[src/rtl/snake_control.sv]
// snake_control: snake body, movement, target detection, scoring and per-pixel colour
module snake_control #(
  parameter int MAX_LENGTH  = 32,
  parameter int INIT_LENGTH = 4,
  parameter int MOVE_TICKS  = 5000000,
  parameter int SCORE_WIN   = 10
) (
  input  logic        CLK,
  input  logic        RESET,
  input  logic        START,
  input  logic [1:0]  DIRECTION,
  input  logic [7:0]  TARGET_ADDRH,
  input  logic [6:0]  TARGET_ADDRV,
  input  logic [7:0]  PIXEL_ADDRH,
  input  logic [6:0]  PIXEL_ADDRV,
  output logic [11:0] COLOUR_OUT,
  output logic        TARGET_REACHED,
  output logic [3:0]  SCORE,
  output logic [1:0]  STATE
);
  localparam int TW = (MOVE_TICKS > 1) ? $clog2(MOVE_TICKS) : 1;
  localparam int LW = $clog2(MAX_LENGTH + 1);
  typedef enum logic [1:0] {IDLE = 2'b00, PLAY = 2'b01, WIN = 2'b10, DEAD = 2'b11} state_t;
  state_t state, state_nx;
  logic [TW-1:0] tick;
  logic [1:0] dir, dir_nx;
  logic [7:0] seg_x [MAX_LENGTH];
  logic [6:0] seg_y [MAX_LENGTH];
  logic [7:0] head_x_nx;
  logic [6:0] head_y_nx;
  logic [LW-1:0] len;
  logic move_en, move_done, collide, hit, eat, head_px, body_px, tgt_px;
  logic [11:0] colour_nx;
  assign STATE = state;
  assign move_en = (state == PLAY) && (tick == TW'(MOVE_TICKS - 1));
  assign hit = (seg_x[0] == TARGET_ADDRH) && (seg_y[0] == TARGET_ADDRV);
  assign eat = (state == PLAY) && move_done && !collide && hit;
  assign dir_nx = ((DIRECTION[1] != dir[1]) && (DIRECTION[0] == dir[0])) ? dir : DIRECTION;
  assign head_x_nx = (dir_nx == 2'b01) ? ((seg_x[0] == 8'd159) ? 8'd0 : seg_x[0] + 8'd1) :
                     (dir_nx == 2'b11) ? ((seg_x[0] == 8'd0) ? 8'd159 : seg_x[0] - 8'd1) : seg_x[0];
  assign head_y_nx = (dir_nx == 2'b10) ? ((seg_y[0] == 7'd119) ? 7'd0 : seg_y[0] + 7'd1) :
                     (dir_nx == 2'b00) ? ((seg_y[0] == 7'd0) ? 7'd119 : seg_y[0] - 7'd1) : seg_y[0];
  // state register
  always_ff @(posedge CLK)
    state <= RESET ? IDLE : state_nx;
  // game flow: start, death on self-collision, win on the final eaten target
  always_comb begin
    state_nx = state;
    state_nx = (state == IDLE && START) ? PLAY :
               (state == PLAY && move_done && collide) ? DEAD :
               (eat && SCORE == 4'(SCORE_WIN - 1)) ? WIN : state;
  end
  // head against the visible body, evaluated on the cycle after a move
  always_comb begin
    collide = 1'b0;
    head_px = (PIXEL_ADDRH == seg_x[0]) && (PIXEL_ADDRV == seg_y[0]);
    body_px = 1'b0;
    tgt_px = (PIXEL_ADDRH == TARGET_ADDRH) && (PIXEL_ADDRV == TARGET_ADDRV);
    for (int i = 1; i < MAX_LENGTH; i++) begin
      if (i < int'(len) && seg_x[i] == seg_x[0] && seg_y[i] == seg_y[0]) collide = 1'b1;
      if (i < int'(len) && seg_x[i] == PIXEL_ADDRH && seg_y[i] == PIXEL_ADDRV) body_px = 1'b1;
    end
    colour_nx = (state == IDLE) ? 12'h000 : (state == WIN) ? 12'h0F0 : (state == DEAD) ? 12'hF00 :
                head_px ? 12'hFF0 : body_px ? 12'h0F0 : tgt_px ? 12'hF00 : 12'h00F;
  end
  // step timer and latched heading; the heading only changes when the snake moves
  always_ff @(posedge CLK) begin
    tick <= RESET ? '0 : (state != PLAY) ? tick : move_en ? '0 : tick + 1'b1;
    dir <= RESET ? 2'b01 : move_en ? dir_nx : dir;
    move_done <= RESET ? 1'b0 : move_en;
  end
  // body shift register: every segment follows the one ahead, head steps forward
  always_ff @(posedge CLK) begin
    if (RESET) begin
      for (int i = 0; i < MAX_LENGTH; i++) begin
        seg_x[i] <= 8'(20 - i);
        seg_y[i] <= 7'd60;
      end
    end else if (move_en) begin
      for (int i = 1; i < MAX_LENGTH; i++) begin
        seg_x[i] <= seg_x[i-1];
        seg_y[i] <= seg_y[i-1];
      end
      seg_x[0] <= head_x_nx;
      seg_y[0] <= head_y_nx;
    end
  end
  // eating: one-cycle pulse, score and length grow with saturation
  always_ff @(posedge CLK) begin
    TARGET_REACHED <= RESET ? 1'b0 : eat;
    SCORE <= RESET ? 4'd0 : (eat && SCORE != 4'(SCORE_WIN)) ? SCORE + 4'd1 : SCORE;
    len <= RESET ? LW'(INIT_LENGTH) : (eat && len != LW'(MAX_LENGTH)) ? len + 1'b1 : len;
  end
  // registered pixel colour, one cycle behind the pixel address
  always_ff @(posedge CLK)
    COLOUR_OUT <= RESET ? 12'h000 : colour_nx;
endmodule
[config.mk]
export PLATFORM = sky130hd
export DESIGN_NAME = snake_control
export DESIGN_NICKNAME = d
export VERILOG_FILES = /design/src/rtl/snake_control.sv
export SDC_FILE = /design/constraint.sdc
export NUM_CORES = 1
export LEC_CHECK = 0
export BUFFER_PORTS_ARGS = -buffer_cell sky130_fd_sc_hd__buf_2
export CAP_MARGIN = 20
export CORE_UTILIZATION = 29
export CTS_BUF_LIST = sky130_fd_sc_hd__clkbuf_8
export DETAILED_ROUTE_END_ITERATION = 6
export PLACE_DENSITY_LB_ADDON = 0.2
export SLEW_MARGIN = 15
export SYNTH_ARGS = -nofsm -noshare
export SYNTH_HDL_FRONTEND = slang
export SYNTH_SLANG_ARGS = --single-unit
[constraint.sdc]
create_clock -name CLK -period 15.7 [get_ports CLK]
set_input_delay 1.57 -clock CLK [delete_from_list [all_inputs] [get_ports CLK]]
set_output_delay 1.57 -clock CLK [all_outputs]
set_load 0.005 [all_outputs]
Yosys cells after proc, flatten, opt, wreduce, memory -nomap -nowiden
Memory sizes are Yosys's and may differ from the RTL's.
Index checks and enable logic that the tools add are counted.
- memories: 2
- output and inout bits: 19
- bits in read-only memories: 0
- register bits after elaboration: 51
- bits in latches: 0
- logic and storage cells: 557
- memory bits (writable): 480
- memory list (memory ; depth ; width ; rd ports ; clocked after memory_dff ; wr ports ; RTL line ; source):
    seg_x ; 32 ; 8 ; 32 ; 0 ; 32 ; 27 ; logic [7:0] seg_x [MAX_LENGTH];
    seg_y ; 32 ; 7 ; 32 ; 0 ; 32 ; 28 ; logic [6:0] seg_y [MAX_LENGTH];
- add/sub/neg operators: 7
- $mul: 0
- shift operators: 0
- reductions and logical operators: 148
- multiplexer cells: 149
- bitwise logic cells: 64
- equal/unequal tests: 145
- magnitude comparators: 31
- divide/modulo/power cells: 0
- operators by type and width (kind ; number):
    == test 8 bit ; 65
    == test 7 bit ; 65
    2-to-1 mux 8 bit ; 37
    2-to-1 mux 7 bit ; 36
    logical AND 1 bit ; 137
    less-than comparator 5 x 6 -> 1 bit (first input constant) ; 16
    2-to-1 mux 1 bit ; 68
    bitwise OR 1 bit ; 64
    less-than comparator 4 x 6 -> 1 bit (first input constant) ; 8
    2-to-1 mux 12 bit ; 4
    less-than comparator 3 x 6 -> 1 bit (first input constant) ; 4
    adder 23 x 1 -> 23 bit (second input constant) ; 1
    == test 23 bit (second input constant) ; 1
    2-to-1 mux 23 bit ; 1
    less-than comparator 2 x 6 -> 1 bit (first input constant) ; 2
    adder 8 x 1 -> 8 bit (second input constant) ; 1
    == test 2 bit (second input constant) ; 4
    == test 8 bit (second input constant) ; 1
    zero test 8 bit ; 1
    subtractor 8 x 1 -> 8 bit (second input constant) ; 1
    adder 7 x 1 -> 7 bit (second input constant) ; 1
    == test 7 bit (second input constant) ; 1
    zero test 7 bit ; 1
    subtractor 7 x 1 -> 7 bit (second input constant) ; 1
    18 further kinds ; 23

Logic depth before layout (Yosys ltp)
Gate-level depths: netlist of the first run.
An unclocked memory read counts as a cell.
- depth after elaboration: 42
- mapped depth: 12

Worst setup path before layout of the first run
No wires, ideal clock.
- kind: input -> register
- start point: input port RESET
- end point: memory seg_x[12][4] (netlist: seg_x[0][100]), enable pin
- path slack: 5935 ps
- arrival: 9046 ps
- stages: 3
- path through: clkbuf_1 -> nand2b_1 -> clkbuf_1
- RTL lines (element ; RTL line ; source):
    start, declared ; 9 ; input logic RESET,
    end, declared ; 27 ;

==> results.txt, run 1 <==
final core occ - 32.26%
routability cong. - 0.9105
Core ar. - 113000 um2
Clock Latency Late Sink - 0.73 ns
synth top area cells - edfxtp_1 24%, xor2_1 22%, dfxtp_1 15%, nand2_1 5.7%, nor4_1 4.8%
CTS Sinks - 522
Die Width - 340.1 um
fin crit period - 4.704 ns
# rows - 123
CP Launch Type - flop
starting density of the core - 29.34%
Clock Skews - 0.03339 ns
Achievable Freq - 212.6 MHz
status - complete, no violations
FF-to-FF path depth - 9
max-slew violations - 0
met2 usage - 33.75%
H-tree Lvls - 3
Total Power - 3.186 mW
RSZ-0062 raised after global routing - false
Leakage Power - 12.74 nW
Initial DRC Count - 2890
DP Wirelength - 88100 um
Syn Std Cell Area - 33150 um2
die footprint - 115700 um2
Pwr per Cell Area - 87.43 nW/um2
reg2reg setup slack - 11.00 ns
VDD IR-drop max - 0.00005717 V
post-synthesis adder-cell area fraction - 0.4529%
YS warnings - 0
Mapped Avg Cell Area - 9.236 um2
share of cells above drive strength 1 - 7.347%
placed cells - 4933
Finish-stage setup viols - 0
WS Path Type - reg -> reg
Worst Max-Slew Pin Slew - 1.189 ns
CP max FO - 27
# DRC - 0
M3 GR Usage - 3.876%
hold path endpoint - tick[1]
DRT Pass-1 Iters - 5
Async SR Flop Fraction - 0%
most common cell after layout, fill and taps aside - xor2_1
input/output buffers - 53
Hold Vio Cnt, Final - 0
cts hold-fix bufs - 0
largest area contributor in the synthesized netlist - edfxtp_1
routed wire length - 133600 um
XOR/XNOR share of the synthesized area - 26.77%
Compound-Gate Fraction of Synth Area - 3.609%
average wire per standard cell - 26.15 um
Via-to-Cell Ratio - 5.362
Period Utilization, post-route - 29.96%
Reg clk slew, reported paths - 0.06 ns
crit end category - flop
normalized max-slew margin - 19.98%
WHS Path Cells - 2
Distinct cells, synth - 64
Clock Path Buffers - 3
Crit Reg-Reg Startpoint - seg_x[0][5]
#FFs+latches synth - 522
post_cts resized - 0
Max-Cap Viols - 0
# IOs - 54
final setup margin - 11.00 ns
largest net degree at the start of global routing - 137
CP arrival - 5.36 ns
initial antenna violation count - 4
HP Class - reg -> reg
met1 usage - 31.85%
GRT Util Overall - 22.44%
mux cell area share after synthesis - 0.2491%
Post-synth top flop - edfxtp_1
setup TNS - 0 ns
commonest cells after routing, fill and taps aside - 848 x xor2_1, 500 x nand2_1, 270 x edfxtp_1
vias in the first global route - 26282
Die Ht - 340.1 um
Hold Startpoint - tick[1]
CTS Buf Count - 96
Nets - 3579
post-synth top area share - 24.46%
main combinational cell family by area after synthesis - XOR/XNOR gates
vias - 27390
post-CTS setup buffers - 0
first-pass GRT wire length - 191800 um
fillcell total - 11833
GRT busiest layer - met2
register area share after synthesis - 39.68%
Simple-Gate Fraction of Synth Area - 25.18%
synthesized net count - 3636
Post-synth EDFFs - 270
Worst Path Required - 16.35 ns
Layout Cells excl Fill - 5108
dpl ws - 10.82 ns
CTS tree - built
Layout area overhead - 9.935%
reg2reg end - len[3]
Overflow after GRT - 0
Root Driver - clkbuf_8
Cells after Synth - 3589
Antenna Nets Post-Route - 0
critical path, cell delays in order, from the launching register on:
cell and delay (ns):
edfxtp_1 0.96, buf_4 0.75, xor2_1 0.25, nor4_1 0.08, nand4_1 0.27, o32ai_1 0.31, nor4_1 0.53, nand4_1 0.62
or4_1 0.67, a21oi_1 0.15
layer usage:
metal,part of all wire (%),vias up,wire (um)
met4,3.7,2,4985
met5,0.0060,-,8
met1,45,13619,60540
li1,-,12262,-
met2,43,1225,57760
met3,7.7,282,10280
kinds of logic (layout without fill, tap and decap cells):
group	Yosys count	in the layout
muxes	8	8
DFF	522	522
xor gates and xnor gates	1013	1013
adders and majority gates	12	12
AOI/OAI and AO/OA	201	201
and+or+nand+nor	1546	1546
buffers and inverters	287	305
other	0	1
registers in the layout (all words and copies together) (netlist names):
name / flops
TARGET_REACHED: 1
dir: 2
seg_x: 256
seg_y: 224
move_done: 1
SCORE: 4
COLOUR_OUT: 3
tick: 23
len: 6
STATE: 2
per-stage QoR:
| stage | hold slack, ns | cell area (um2) |
|---|---|---|
| 2_1_floorplan | 0.4587 | 33150 |
| 3_3_place_gp | 0.4771 | 34540 |
| 3_5_place_dp | 0.4833 | 34540 |
| 4_1_cts | 0.4930 | 36410 |
| 5_1_grt | 0.5183 | 36440 |
| 6_report | 0.4866 | 36440 |
where the power goes:
group          switching (mW)  total [mW]  internal, mW
registers              0.0477        1.51          1.46
logic                   0.230       0.343         0.112
clock network           0.638        1.33         0.696
how the worst max path moves through the flow:
stage,from,endpoint,slack (ns),cells after the start
3_3_place_gp,PIXEL_ADDRV[0],COLOUR_OUT[6],10.86,10
4_1_cts,STATE[0],seg_x[1][7],11.11,7
3_5_place_dp,PIXEL_ADDRV[2],COLOUR_OUT[6],10.82,10
6_report,seg_x[0][5],len[3],11.00,9
5_1_grt,STATE[0],seg_x[1][3],10.76,7
2_1_floorplan,RESET,seg_x[0][100],5.93,3
cells in the mapped netlist (3+ instances only):
| cell type | instances |
|---|---|
| or3_1 | 119 |
| buf_4 | 34 |
| o21bai_1 | 7 |
| a21o_1 | 4 |
| xor2_1 | 848 |
| nand2b_1 | 9 |
| nand4b_1 | 7 |
| a211oi_1 | 3 |
| o31ai_1 | 5 |
| nor2_1 | 92 |
| or4_1 | 12 |
| clkbuf_1 | 147 |
| ha_1 | 12 |
| or4bb_1 | 9 |
| buf_1 | 11 |
| dfxtp_1 | 252 |
| a311oi_1 | 3 |
| a21oi_1 | 106 |
| nand3b_1 | 130 |
| inv_1 | 15 |
| or2_2 | 7 |
| nand4_1 | 88 |
| nor4b_1 | 6 |
| nand2_1 | 500 |
| xnor2_1 | 165 |
| buf_6 | 7 |
| edfxtp_1 | 270 |
| o32ai_1 | 11 |
| buf_2 | 71 |
| and2_1 | 150 |
| o22ai_1 | 26 |
| nor4_1 | 256 |
| o211ai_1 | 5 |
| nor3_1 | 63 |
| mux2i_1 | 6 |
| nor2b_1 | 6 |
| and3b_1 | 4 |
| and3_1 | 11 |
| o21ai_0 | 19 |
| nand3_1 | 59 |
| and4_1 | 6 |
layout make-up:
type	count	area, um2	share of cell area [%]
antenna	1	2.502	0.006867
inverter	16	61.31	0.1682
tap	1500	1877	5.150
clock buffer	105	1445	3.966
sequential	522	13150	36.09
clock inverter	68	424.2	1.164
timing repair buffer	116	805.8	2.211
multi-input combinational	2780	18670	51.24
Note: power is estimated with default switching activity, not from simulation.
==> run 2: changes to the inputs <==
- clock period: 15.7 -> 4.4 ns (I/O delays scaled with it)
==> run 2 against run 1 <==
  * Design area up 1.8%
  * Largest cell class unchanged
  * Combinational power rose to 3.7 times the previous value
  * Global-route usage up 0.67 points
  * Critical path type unchanged
  * Largest power group unchanged
==> results.txt, run 2 (synthesized netlist as in run 1, its figures left out) <==
Max-Cap Viols - 0
Post-Layout Inst Area - 37110 um2
first-pass GRT wire length - 196200 um
Core ar. - 113000 um2
Layout area overhead - 11.96%
setup TNS - 0 ns
fin crit period - 3.728 ns
Biggest register - seg_x
most common cell after layout, fill and taps aside - xor2_1
GRT Util Overall - 23.11%
CP Buf/Inv Count - 1
share of cells above drive strength 1 - 8.422%
CP Launch Type - flop
Hold Startpoint - RESET
normalized max-slew margin - 25.15%
status - complete, no violations
post_cts resized - 0
vias in the first global route - 26653
initial antenna violation count - 5
Via-to-Cell Ratio - 5.366
Nets - 3616
Cell Chain, Critical Path - nor2_1, buf_4, o21ai_0, nand4_1, o22ai_1, nor4_1, nand4_1, nor3b_1, mux2_1
average wire per standard cell - 26.79 um
Post-DP Area - 35140 um2
die footprint - 115700 um2
Crit Reg-Reg Startpoint - len[4]
Regs by FF count - seg_x x256, seg_y x224, tick x23
Finish-stage setup viols - 0
Die Ht - 340.1 um
CP max stage delay - 0.56 ns
H-tree Lvls - 3
Antenna Nets Post-Route - 0
Clock Path Buffers - 3
crit end category - flop
Hold Vio Cnt, Final - 0
delay-heaviest family, CP - simple AND/OR/NAND/NOR gates
vias - 27612
CTS tree - built
Clock Skews - 0.05468 ns
CTS Buf Count - 95
# DRC - 0
CP max FO - 13
Root Driver - clkbuf_8
Reg clk slew, reported paths - 0.07 ns
max-slew violations - 0
Pwr per Cell Area - 312.0 nW/um2
Worst Max-Slew Pin Slew - 1.123 ns
Clock Latency Late Sink - 0.77 ns
CP arrival - 4.37 ns
dpl ws - 0.8502 ns
RSZ-0062 raised after global routing - false
routability cong. - 0.9452
Initial DRC Count - 2828
crit path launch - len[4]
largest net degree at the start of global routing - 150
Overflow after GRT - 0
# IOs - 54
input/output buffers - 53
Worst Path Required - 5.05 ns
DP Wirelength - 93730 um
Period Utilization, post-route - 84.73%
CTS Sinks - 522
Min Hold Slack - 0.1803 ns
Achievable Freq - 268.2 MHz
final core occ - 32.85%
VDD IR-drop max - 0.0001637 V
Die Width - 340.1 um
cts hold-fix bufs - 2
max reg flops - 256
# rows - 123
commonest cells after routing, fill and taps aside - 848 x xor2_1, 500 x nand2_1, 270 x edfxtp_1
WS Path Type - reg -> reg
DRT Pass-1 Iters - 6
CP max stage cell - nand4_1
starting density of the core - 29.34%
routed wire length - 137900 um
final setup margin - 0.6720 ns
post-CTS setup buffers - 0
Leakage Power - 13.04 nW
HP Class - in -> reg
Top cell by count, worst path - nand4_1
run 2: stage by stage:
stage	power (mW)	cells
2_1_floorplan	6.253	3589
4_1_cts	11.66	5145
3_5_place_dp	6.728	4970
3_3_place_gp	6.740	4970
6_report	11.58	5146
5_1_grt	11.93	5146
run 2: path summary, 6_finish.rpt:
path | end | slack [ns] | depth (start not counted)
min reg2reg | tick[1] | 0.49 | 2
min | len[5] | 0.18 | 2
max | SCORE[2] | 0.67 | 9
max reg2reg | SCORE[2] | 0.67 | 9
run 2: power breakdown:
| part | internal (mW) | total, mW | leakage, nW | switching, mW |
|---|---|---|---|---|
| Combinational | 0.441 | 1.28 | 7.47 | 0.838 |
| Clock | 2.65 | 4.91 | 1.10 | 2.26 |
| Sequential | 5.22 | 5.39 | 4.48 | 0.172 |
| Total | 8.31 | 11.6 | 13.0 | 3.27 |
run 2: final cells by class:
class | instances | area (um2)
inverter | 16 | 61.31
sequential | 522 | 13150
antenna | 1 | 2.502
clock buffer | 108 | 1486
clock inverter | 65 | 464.2
tap | 1500 | 1877
multi-input combinational | 2780 | 18680
fill | 11794 | 75850
timing repair buffer | 154 | 1389
run 2: layer usage:
layer	wire [um]	part of all wire [%]	track usage [%]
met3	10810	7.8	4.256
met4	4917	3.6	8.744
met1	61080	44	31.98
met5	24	0.017	0
met2	61040	44	35.59
run 2: worst reg2reg max path: stages, from the launching register on:
cell     delay [ns]
dfxtp_1        0.46
nor2_1         0.20
buf_4          0.20
o21ai_0        0.32
nand4_1        0.47
o22ai_1        0.13
nor4_1         0.55
nand4_1        0.56
nor3b_1        0.38
mux2_1         0.34
